$ cat src/rtl/alu_op_sequencer.sv
// Purpose: sequences A -> B -> op entry from debounced buttons, holds ALU inputs, captures result/flags.
// Latency: raw press to accept = 2 + DEBOUNCE_CYCLES + 1 cycles; p_op accept to done = EXEC_CYCLES + 1 cycles.
// Backpressure: none; presses not expected in the current state are dropped and latch the sticky err flag.
module alu_op_sequencer #(
  parameter int DEBOUNCE_CYCLES = 200000,
  parameter int EXEC_CYCLES     = 4
) (
  input  logic        clk,
  input  logic        rst,
  input  logic [31:0] data,
  input  logic        btn_a,
  input  logic        btn_b,
  input  logic        btn_op,
  input  logic [31:0] alu_res,
  input  logic [3:0]  alu_flags,
  output logic [31:0] operand_a,
  output logic [31:0] operand_b,
  output logic [3:0]  op,
  output logic [31:0] result,
  output logic [3:0]  flags,
  output logic [2:0]  state,
  output logic        busy,
  output logic        done,
  output logic        err
);

  localparam logic [2:0] S_WAIT_A  = 3'd0;
  localparam logic [2:0] S_WAIT_B  = 3'd1;
  localparam logic [2:0] S_WAIT_OP = 3'd2;
  localparam logic [2:0] S_EXEC    = 3'd3;
  localparam logic [2:0] S_CAPTURE = 3'd4;
  localparam logic [2:0] S_SHOW    = 3'd5;

  localparam int DCW = $clog2(DEBOUNCE_CYCLES + 1);
  localparam int ECW = $clog2(EXEC_CYCLES + 1);
  localparam logic [DCW-1:0] DB_LAST   = DCW'(DEBOUNCE_CYCLES - 1);
  localparam logic [ECW-1:0] EXEC_LAST = ECW'(EXEC_CYCLES - 1);

  // Button lanes: bit 0 = A, bit 1 = B, bit 2 = op.
  logic [2:0]     btn_raw;
  logic [2:0]     sync1_q, sync2_q, db_q, db_prev_q;
  logic [DCW-1:0] db_cnt_q [3];
  logic [2:0]     pulse;

  assign btn_raw = {btn_op, btn_b, btn_a};
  assign pulse   = db_q & ~db_prev_q;

  // Synchronize, debounce and edge-register each button lane.
  always_ff @(posedge clk or posedge rst) begin
    if (rst) begin
      sync1_q   <= '0;
      sync2_q   <= '0;
      db_q      <= '0;
      db_prev_q <= '0;
      for (int i = 0; i < 3; i++) db_cnt_q[i] <= '0;
    end else begin
      sync1_q   <= btn_raw;
      sync2_q   <= sync1_q;
      db_prev_q <= db_q;
      for (int i = 0; i < 3; i++) begin
        if (sync2_q[i] == db_q[i]) begin
          db_cnt_q[i] <= '0;
        end else if (db_cnt_q[i] == DB_LAST) begin
          db_q[i]     <= sync2_q[i];
          db_cnt_q[i] <= '0;
        end else begin
          db_cnt_q[i] <= db_cnt_q[i] + DCW'(1);
        end
      end
    end
  end

  logic [2:0]     state_q, state_d;
  logic [31:0]    opa_q, opa_d, opb_q, opb_d, res_q, res_d;
  logic [3:0]     op_q, op_d, flags_q, flags_d;
  logic [ECW-1:0] exec_cnt_q, exec_cnt_d;
  logic           done_q, done_d, err_q, err_d;
  logic [2:0]     accepted, rejected;

  // Next-state logic: accept only the press the state is waiting for; every other press flags err.
  always_comb begin
    state_d    = state_q;
    opa_d      = opa_q;
    opb_d      = opb_q;
    op_d       = op_q;
    res_d      = res_q;
    flags_d    = flags_q;
    exec_cnt_d = exec_cnt_q;
    done_d     = 1'b0;
    err_d      = err_q;
    accepted   = 3'b000;
    case (state_q)
      S_WAIT_A, S_SHOW: begin
        if (pulse[0]) begin
          accepted[0] = 1'b1;
          opa_d       = data;
          state_d     = S_WAIT_B;
        end
      end
      S_WAIT_B: begin
        if (pulse[1]) begin
          accepted[1] = 1'b1;
          opb_d       = data;
          state_d     = S_WAIT_OP;
        end
      end
      S_WAIT_OP: begin
        if (pulse[2]) begin
          accepted[2] = 1'b1;
          op_d        = data[31:28];
          exec_cnt_d  = EXEC_LAST;
          state_d     = S_EXEC;
        end
      end
      S_EXEC: begin
        if (exec_cnt_q == '0) state_d = S_CAPTURE;
        else                  exec_cnt_d = exec_cnt_q - ECW'(1);
      end
      S_CAPTURE: begin
        res_d   = alu_res;
        flags_d = alu_flags;
        done_d  = 1'b1;
        state_d = S_SHOW;
      end
      default: state_d = S_WAIT_A;
    endcase
    rejected = pulse & ~accepted;
    // A new A entry starts a fresh sequence, so it clears err unless a stray press arrives with it.
    if (accepted[0])    err_d = |rejected;
    else if (|rejected) err_d = 1'b1;
  end

  // State and datapath registers.
  always_ff @(posedge clk or posedge rst) begin
    if (rst) begin
      state_q    <= S_WAIT_A;
      opa_q      <= '0;
      opb_q      <= '0;
      op_q       <= '0;
      res_q      <= '0;
      flags_q    <= '0;
      exec_cnt_q <= '0;
      done_q     <= 1'b0;
      err_q      <= 1'b0;
    end else begin
      state_q    <= state_d;
      opa_q      <= opa_d;
      opb_q      <= opb_d;
      op_q       <= op_d;
      res_q      <= res_d;
      flags_q    <= flags_d;
      exec_cnt_q <= exec_cnt_d;
      done_q     <= done_d;
      err_q      <= err_d;
    end
  end

  assign operand_a = opa_q;
  assign operand_b = opb_q;
  assign op        = op_q;
  assign result    = res_q;
  assign flags     = flags_q;
  assign state     = state_q;
  assign busy      = (state_q == S_EXEC) || (state_q == S_CAPTURE);
  assign done      = done_q;
  assign err       = err_q;

endmodule

$ cat config.mk
export PLATFORM = sky130hd
export DESIGN_NAME = alu_op_sequencer
export DESIGN_NICKNAME = d
export VERILOG_FILES = /design/src/rtl/alu_op_sequencer.sv
export SDC_FILE = /design/constraint.sdc
export NUM_CORES = 1
export LEC_CHECK = 0
export BUFFER_PORTS_ARGS = -buffer_cell sky130_fd_sc_hd__buf_2
export CORE_MARGIN = 2
export CORE_UTILIZATION = 50
export DETAILED_ROUTE_END_ITERATION = 16
export GPL_TIMING_DRIVEN = 0
export PLACE_DENSITY = 0.81
export REMOVE_ABC_BUFFERS = 1
export SLEW_MARGIN = 20
export SYNTH_ARGS = -nofsm -noshare
export SYNTH_HDL_FRONTEND = slang
export SYNTH_SLANG_ARGS = --single-unit
$ cat constraint.sdc
create_clock -name clk -period 15.45 [get_ports clk]
set_clock_uncertainty 0.15 [all_clocks]
set_input_delay 0.7725 -clock clk [delete_from_list [all_inputs] [get_ports clk]]
set_output_delay 0.7725 -clock clk [all_outputs]
set_load 0.05 [all_outputs]
After elaboration in Yosys (flattened, before gate mapping):

Cells that the tools add are included.
W data, S select, Z words.

* register bits after elaboration: 178
* logic and storage cells: 82
* input bits: 73

* bitwise operators: 7
* mux-type cells: 22
* add/subtract/negate cells: 4
* reduce and logical (&&, ||, !) cells: 15
* equal/unequal tests: 16

Operator list (number)
* $mux W18: 6
* $add A18 B1 Y18 const B: 3
* $eq A18 B18 Y1 const B: 3
* $mux W3: 5
* $pmux W3 S5: 1
* $reduce_and A2 Y1: 6
* $ne A2 B2 Y1 const B: 5
* $mux W1: 9
* $and A3 B3 Y3: 2
* $eq A3 B2 Y1 const B: 2
* $eq A3 B3 Y1 const B: 2
* $logic_not A3 Y1: 2
* $not A3 Y3: 2
* $pmux W3 S2: 1
* $reduce_and A4 Y1: 1
* $reduce_bool A2 Y1: 2
* $eq A1 B1 Y1: 3
* $eq A3 B1 Y1 const B: 1
* $not A1 Y1: 3
* $reduce_and A3 Y1: 1
* $reduce_or A3 Y1: 1
* $sub A3 B1 Y3 const B: 1
* $reduce_or A2 Y1: 1
* $logic_or A1 B1 Y1: 1

Longest topological paths before layout:

Gate-level depths: netlist of the first run.

* word-level depth: 9
* gate-level depth with buffers: 8
* gate-level depth less buffers: 6

Least setup slack after synthesis of the first run:

OpenSTA, ideal clock, no wires.

* path type: reg-to-output
* start point: register state_q[2], in the netlist state[2]
* end point: output busy
* setup slack: 12.407 ns
* required time: 14.528 ns
* cell stages (with the launch flop): 4
* arrival: 2.120 ns
* cell sequence: dfrtp_1 > clkbuf_1 > nand2b_1 > o21ai_0

* cells in the longest elaborated chain, start to end: 2
* elaborated cells between the ends (all ways): 3

RTL lines
* start, declared: line 73 `logic [2:0] state_q, state_d;`
* start signal, assigned: line 146 `state_q <= state_d;`
* $eq A3 B2 Y1 or $eq A3 B3 Y1 (tied branches): line 164 `assign busy = (state_q == S_EXEC) || (state_q == S_CAPTURE);`
* $logic_or A1 B1 Y1 (*): line 164
* end, declared: line 22 `output logic busy,`

Mark *: on every way between the ends. The rest lies on a longest branch, timed or not.

Final worst setup path of the first run:

* start point: register state_q[1], in the netlist state[1]
* end point: output busy

Same word-level chain as after synthesis.

==> results.yml, run 1 <==
run_status:
  outcome: "finished, final reports clean"
final_layout:
  layout.nets: 840
  drive_above_1_share: 0.436
  layoutNonFillerInstCount: 959
  final_area_mm2: 0.00909
  diodes: 0
  area_delta_synth_final_pct: 22.7
clock_network:
  cts_sinks: 178
  clk_path_buf_depth: 2
  clkTransAtPathRegs_ns: 0.07
  cts_tree: "done"
  cts_htree_levels: 4
  post_cts_resized: 0
  insertion_delay_ns: 0.42
  cts_setup_buffers: 0
  cts_root_buffer: "clkbuf_16"
  numCtsBuffers: 17
  hold_buffers: 0
logic_synthesis:
  yosys-top-cells-area: "dfrtp_1, mux2_2, xnor2_1"
  synth-edff-count: 0
  yosys_warnings: 0
  yosysTopAreaCell: "dfrtp_1"
  synth_seq_area_share: 0.601
  ys_async_sr_fraction: 1.00
  synth_area_mm2: 0.00741
  synth_top_area_frac: 0.601
  ys_seq_elements: 178
  netlist_instances: 575
  synth_cell_types: 47
  syn_area_per_cell_um2: 12.9
  ys.flop_type: "dfrtp_1"
power:
  comb_power_share: 0.080
  leakagePower_nw: 4.33
  powerDensity_mw_per_mm2: 104
  p_int_mw: 0.708
  ir_drop_v: 0.0000779
  p_sw_mw: 0.243
  clockPowerShare: 0.410
  switching_share: 0.255
  seqPwrFrac: 0.509
placed_design:
  postPlaceCellArea_mm2: 0.00856
  gp_congestion: 0.860
  place_hpwl_um: 11100
  place_worst_setup_slack_ns: 13.15
  placed_cells_incl_taps: 927
  io_buffer_count: 182
sta:
  fmax_ghz: 0.365
  slew_headroom: 0.460
  min_period_ns: 2.74
  hold-worst-slack_ns: 0.195
  tightest_slew_ns: 0.807
  setup_slack_ns: 12.71
  setup_violations: 0
  finalSetupTns_ns: 0
  finalHoldViolations: 0
  drv_slew: 0
  grt_setup_unrepaired: "false"
  period_share: 0.177
floorplan:
  dieHeight_um: 126
  initial_core_util: 0.510
  core_area_mm2: 0.0145
  dieArea_mm2: 0.0158
  chipWidth_um: 126
  ios: 183
  rows: 44
routing:
  vias: 5199
  drc_errors: 0
  first_pass_iters: 4
  wire_per_inst_um: 16.3
  wl_um: 15700
  drt-initial-drc-count: 257
  ant_nets: 0
  via_per_inst: 5.42
global_route:
  grt_max_degree: 95
  antenna_found_initial: 0
  grt_first_pass_wirelength_um: 25900
  grt_util_all_layers: 0.202
  grt_overflow: 0
  grt_pass1_vias: 5385
setup_path:
  crit_path_end_kind: "output pin"
  arrival_ns: 1.81
  crit_type: "flop to output pin"
  cp.required_ns: 14.53
  cp_max_fo: 10
  cp-start-kind: "flop"
flow_run:
  maxCapViolCount: 0
min_path:
  hold_path_class: "flop to flop"
[sequential cells by signal, indices dropped and copies added, names as in the netlist]
register and flops:
db_cnt_q 54, op 4, done 1, operand_a 32
sync1_q 3, state 3, db_q 3, err 1
operand_b 32, sync2_q 3, db_prev_q 3, flags 4
result 32, exec_cnt_q 3
[cells in the mapped netlist, types with 4 or more instances]
cell type	instances
nor2b_1	5
buf_2	14
o21ai_0	11
inv_1	13
a21oi_1	10
or3_1	6
xor2_1	16
nand3_1	22
nor4_1	14
nand2_1	18
mux2_2	107
nor2_1	57
xnor2_1	28
nor3_1	8
or4_1	4
dfrtp_1	178
ha_1	5
nand4_1	14
[final timing paths]
check	from	end	slack (ns)	depth (start not counted)
hold reg to reg	sync1_q[0]	sync2_q[0]	0.19	0
setup reg to reg	db_cnt_q[49]	db_cnt_q[40]	13.22	3
min in group asynchronous	rst	result[20]	0.31	2
max in group asynchronous	rst	db_cnt_q[36]	14.01	3
hold / removal	sync1_q[0]	sync2_q[0]	0.19	0
setup / recovery	state[1]	busy	12.71	3
[power by group through the flow]
stage	Clock [mW]	Sequential [mW]	Combinational, mW
4_1_cts	0.399	0.484	0.0776
3_5_place_dp	0	0.493	0.0773
6_report	0.390	0.484	0.0764
5_1_grt	0.420	0.485	0.0820
3_3_place_gp	0	0.492	0.0737
2_1_floorplan	0	0.523	0.0198
[worst max-delay path: stages, from the launching register on]
cell and delay, ns:
dfrtp_1 0.48, nand2b_1 0.26, o21ai_0 0.31, buf_2 0.34
[final cells by class]
type | instances | area, µm²
timing repair buffer | 186 | 992
fill | 1082 | 5440
sequential | 178 | 4450
clock buffer | 20 | 437
clock inverter | 12 | 97.6
inverter | 13 | 56.3
multi-input combinational | 366 | 2830
tap | 184 | 230
[routing by layer]
layer  wire (µm)  up-vias  global-route usage
met5           0        -                   0
met1        6420     2578               0.244
met2        8180      166               0.354
met3         712       29              0.0442
li1            -     2426                   -
met4         346        0              0.0782
[kinds of logic (layout without fill, tap and decap cells)]
logic type / count (synthesis) / count (layout) / share of synthesized area
AOI/OAI and AO/OA: 32 / 32 / 0.0263
xor gates and xnor gates: 44 / 44 / 0.0520
adders and majority gates: 5 / 5 / 0.00844
buffers and inverters: 31 / 231 / 0.0186
DFF: 178 / 178 / 0.601
muxes: 108 / 108 / 0.164
and+or+nand+nor: 177 / 177 / 0.130
[layout by cell type, fill, tap and decap left out, drive strengths merged, types with 7 or more instances in the layout]
cell	Yosys	layout
a21oi	10	10
buf	15	186
clkbuf	3	20
dfrtp	178	178
inv	13	18
mux2	107	107
nand2	18	18
nand3	22	22
nand4	16	16
nor2	58	58
nor3	9	9
nor4	14	14
o21ai	12	12
or3	7	7
xnor2	28	28
xor2	16	16
[per-stage QoR]
| stage | utilization | power [mW] |
|---|---|---|
| 6_report | 0.626 | 0.950 |
| 5_1_grt | 0.626 | 0.987 |
| 4_1_cts | 0.626 | 0.961 |
| 3_5_place_dp | 0.589 | 0.570 |
| 3_3_place_gp | 0.582 | 0.566 |
| 2_1_floorplan | - | 0.542 |
Note: power is estimated with default switching activity, not from simulation.
==> run 2: changes to the inputs <==
==> constraint.sdc (replaced) <==
create_clock -name clk -period 2.6 [get_ports clk]
set_clock_uncertainty 0.15 [all_clocks]
set_input_delay 0.13 -clock clk [delete_from_list [all_inputs] [get_ports clk]]
set_output_delay 0.13 -clock clk [all_outputs]
set_load 0.05 [all_outputs]
==> results.yml, run 2 (synthesized netlist as in run 1, its figures left out) <==
run_status:
  outcome: "finished, final reports clean"
final_layout:
  diodes: 0
  final_cell_mix: "buf_2, dfrtp_1, mux2_2, dlygate4sd3_1, nor2_1"
  final_area_mm2: 0.00981
  layout.nets: 912
  layoutNonFillerInstCount: 1031
  area_delta_synth_final_pct: 32.4
  fill_cells: 946
  drive_above_1_share: 0.399
  largest_reg_flops: 54
  largest-register: "db_cnt_q"
  final_common_cell: "buf_2"
routing:
  ant_nets: 0
  drc_errors: 0
  first_pass_iters: 4
  vias: 5587
  wl_um: 18000
  via_per_inst: 5.42
  drt-initial-drc-count: 306
  wire_per_inst_um: 17.5
min_path:
  hold_path_class: "input pin to flop"
  hold_path_depth: 2
  holdCritStartpoint: "btn_a"
  holdPathEnd: "sync1_q[0]"
placed_design:
  placed_cells_incl_taps: 927
  place_worst_setup_slack_ns: 0.374
  gp_congestion: 0.860
  postPlaceCellArea_mm2: 0.00856
  place_hpwl_um: 11100
  io_buffer_count: 182
power:
  ir_drop_v: 0.000476
  powerDensity_mw_per_mm2: 588
  p_total_mw: 5.77
  leakagePower_nw: 4.63
floorplan:
  chipWidth_um: 126
  ios: 183
  dieHeight_um: 126
  dieArea_mm2: 0.0158
  rows: 44
  core_area_mm2: 0.0145
  initial_core_util: 0.510
sta:
  setup_violations: 0
  min_period_ns: 2.23
  finalHoldViolations: 0
  grt_setup_unrepaired: "false"
  drv_slew: 0
  slew_headroom: 0.423
  setup_slack_ns: 0.372
  tightest_slew_ns: 0.862
  fmax_ghz: 0.449
  period_share: 0.857
setup_path:
  crit_family: "simple AND/OR/NAND/NOR gates"
  crit_path_end_kind: "flop"
  cp.required_ns: 2.73
  crit_chain: "or4b_2 > o21ai_2 > nor2_1"
  slowest_stage: "or4b_2"
  reg2reg_from: "db_cnt_q[49]"
  crit_type: "flop to flop"
  max_stage_delay_ns: 0.74
  cp-start-kind: "flop"
  r2r_setup_slack_ns: 0.37
  ff2ff_path_depth: 3
  rr_endpoint: "db_cnt_q[46]"
  cp_max_fo: 17
  arrival_ns: 2.36
  crit_buf_inv: 0
global_route:
  grt_first_pass_wirelength_um: 29400
  grt_util_all_layers: 0.231
  antenna_found_initial: 0
  grt_max_degree: 95
  grt_overflow: 0
  grt_pass1_vias: 5959
clock_network:
  cts_tree: "done"
  numCtsBuffers: 17
  clk_path_buf_depth: 2
  post_cts_resized: 0
  cts_root_buffer: "clkbuf_16"
  cts_htree_levels: 4
  cts_sinks: 178
  clkTransAtPathRegs_ns: 0.07
  insertion_delay_ns: 0.42
flow_run:
  maxCapViolCount: 0
## run 2: cell count changes in the layout (fill, tap and decap cells not counted), sizes merged
cell	delta
dlygate4sd3	+72
## run 2: worst max-delay path by stage
stage,start,endpoint,slack (ns),cells past startpoint
after floorplan,rst,db_cnt_q[0],-2.51,1
after global placement,rst,operand_a[21],-3.94,2
after detailed placement,db_cnt_q[49],db_cnt_q[39],0.37,3
after CTS,db_cnt_q[49],db_cnt_q[39],0.38,3
after global routing,state[2],operand_b[11],0.26,3
final,db_cnt_q[49],db_cnt_q[46],0.37,3
## run 2: area by class of cell
class                      count  area [µm²]  area share
clock buffer                  20         437      0.0445
clock inverter                12        97.6     0.00994
inverter                      13        56.3     0.00574
multi-input combinational    366        2830       0.288
sequential                   178        4450       0.454
tap                          184         230      0.0235
timing repair buffer         258        1710       0.175
## run 2: timing repair
item	4_1_cts	5_1_grt
hold buffers	72	0
buffers inserted	0	0
endpoints found under the hold margin	200	0
## run 2: routing by layer
metal | part of all wire | track usage
met4 | 0.039 | 0.112
met1 | 0.39 | 0.265
met2 | 0.53 | 0.417
met3 | 0.047 | 0.0455
met5 | 0 | 0
## run 2: through the flow
step                utilization  hold slack [ns]  setup TNS [ns]
finish                    0.675            0.193               0
floorplan                     -           0.0114         -446.83
global placement          0.582           0.0907         -708.93
global route              0.675            0.192               0
detailed placement        0.589           0.0901               0
CTS                       0.675            0.179               0
## run 2: power breakdown
part,switching [mW],total (mW),internal [mW],leakage [nW]
Combinational,0.352,0.551,0.200,2.06
Clock,1.10,2.34,1.24,0.252
Sequential,0.0442,2.88,2.84,2.32
Total,1.50,5.77,4.28,4.63
==> run 3: changes to the inputs <==
--- a/config.mk
+++ b/config.mk
@@ -7,7 +7,7 @@
 export LEC_CHECK = 0
 export BUFFER_PORTS_ARGS = -buffer_cell sky130_fd_sc_hd__buf_2
 export CORE_MARGIN = 2
-export CORE_UTILIZATION = 50
+export CORE_UTILIZATION = 48
 export DETAILED_ROUTE_END_ITERATION = 16
 export GPL_TIMING_DRIVEN = 0
 export PLACE_DENSITY = 0.81
==> constraint.sdc (replaced) <==
create_clock -name clk -period 1.9 [get_ports clk]
set_clock_uncertainty 0.15 [all_clocks]
set_input_delay 0.095 -clock clk [delete_from_list [all_inputs] [get_ports clk]]
set_output_delay 0.095 -clock clk [all_outputs]
set_load 0.05 [all_outputs]
==> results.yml, run 3 (synthesized netlist as in run 1, its figures left out) <==
run_status:
  outcome: "finished, final reports clean"
power:
  p_sw_mw: 2.01
  comb_power_share: 0.093
  switching_share: 0.243
  p_total_mw: 8.29
  ir_drop_v: 0.000622
  clockPowerShare: 0.431
  seqPwrFrac: 0.475
  p_int_mw: 6.28
  leakagePower_nw: 4.76
  powerDensity_mw_per_mm2: 815
clock_network:
  clkTransAtPathRegs_ns: 0.07
  clk_path_buf_depth: 2
  cts_htree_levels: 4
  cts_root_buffer: "clkbuf_16"
  insertion_delay_ns: 0.43
  cts_sinks: 178
  numCtsBuffers: 17
  cts_tree: "done"
final_layout:
  layout.nets: 929
  largest_reg_flops: 54
  drive_above_1_share: 0.439
  largest-register: "db_cnt_q"
  regArea_mm2: 0.00447
  multi_input_area_mm2: 0.00293
  fill_cells: 1016
  diodes: 0
  area_delta_synth_final_pct: 37.3
  final_common_cell: "buf_2"
  final_area_mm2: 0.0102
  final_cell_mix: "buf_2, dfrtp_1, mux2_2, dlygate4sd3_1, nor2_1"
floorplan:
  rows: 45
  core_area_mm2: 0.0151
  dieHeight_um: 128
  chipWidth_um: 128
  dieArea_mm2: 0.0164
  initial_core_util: 0.489
  ios: 183
min_path:
  hold_path_class: "input pin to async pin"
sta:
  grt_setup_unrepaired: "true"
  fmax_ghz: 0.536
  setup_violations: 0
  min_period_ns: 1.87
  drv_slew: 0
  period_share: 0.983
  finalHoldViolations: 0
  slew_headroom: 0.654
  tightest_slew_ns: 0.520
setup_path:
  crit_path_end_kind: "flop"
  cp.required_ns: 2.10
  arrival_ns: 2.07
  cp_max_fo: 3
  crit_type: "flop to flop"
  startpoint: "db_cnt_q[37]"
  cp-start-kind: "flop"
  reg2reg_from: "db_cnt_q[37]"
routing:
  drt-initial-drc-count: 303
  via_per_inst: 5.36
  first_pass_iters: 5
  wl_um: 17900
  vias: 5636
  wire_per_inst_um: 17.1
  ant_nets: 0
  drc_errors: 0
global_route:
  grt_pass1_vias: 5772
  antenna_found_initial: 0
  grt_util_all_layers: 0.220
  grt_max_degree: 104
  grt_overflow: 0
  grt_first_pass_wirelength_um: 28300
flow_run:
  maxCapViolCount: 0
placed_design:
  place_hpwl_um: 10400
  io_buffer_count: 182
  postPlaceCellArea_mm2: 0.00858
  gp_congestion: 0.814
==> run 3: cell count changes in the layout (fill, tap and decap cells not counted), moves of 3 or more <==
cell       previous run  this run
buf_12                0         4
buf_4                 0        13
bufinv_16             0         3
dfrtp_1             178       168
dfrtp_2               0        10
nand3_1              22        19
nand3_2               0         3
==> run 3: repair_timing <==
action,in CTS,in global routing
hold buffers,72,0
setup endpoints to repair,102,70
buffers inserted,8,8
pin swaps,3,6
endpoints found under the hold margin,182,0
resized for setup,12,19
==> run 3: final cells by class <==
type / count / share of cell area
Sequential cell: 178 / 0.439
Multi-Input combinational cell: 366 / 0.288
Timing Repair Buffer: 275 / 0.186
Clock buffer: 19 / 0.0435
Tap cell: 188 / 0.0231
Clock inverter: 12 / 0.0152
Inverter: 13 / 0.00553
==> run 3: critical path, stage by stage, from the launching register on <==
cell and delay (ns):
dfrtp_1 0.43, ha_4 0.18, inv_2 0.04, or4_4 0.55
or3_1 0.32, a21oi_1 0.13
==> run 3: path summary, 6_finish.rpt <==
path	endpoint	slack (ns)	depth (start not counted)
min	result[2]	0.15	3
min in group clk	sync1_q[1]	0.16	2
max in group asynchronous	db_cnt_q[38]	0.56	4
max	db_cnt_q[48]	0.03	5
min reg2reg	sync2_q[0]	0.20	0
max reg2reg	db_cnt_q[48]	0.03	5
==> run 3: layer usage <==
layer  global-route usage  vias up  wire length [µm]
met2                0.394      187              9640
met4               0.0821        0               491
li1                     -     2590                 -
met5                    0        -                 0
met3               0.0492       42               816
met1                0.257     2817              6980
==> run 3: power by group through the flow <==
stage               clock (mW)  combinational [mW]  sequential (mW)
floorplan                    0               0.161             4.25
global placement             0               0.602             4.00
detailed placement           0               0.623             4.01
CTS                       3.62               0.757             3.94
global route              3.77               0.831             3.95
finish                    3.57               0.774             3.94
==> run 3: through the flow <==
step           hold WS (ns)  instances  setup slack (ns)  setup TNS, ns  utilization
5_1_grt               0.153       1051           -0.0171        -0.0513        0.672
4_1_cts               0.143       1043            0.0106              0        0.662
3_3_place_gp         0.0545        927             -5.05        -992.08        0.559
3_5_place_dp         0.0515        932            -0.264         -16.81        0.567
6_report              0.150       1051            0.0328              0        0.672
2_1_floorplan       -0.0236        557             -3.18        -625.90            -
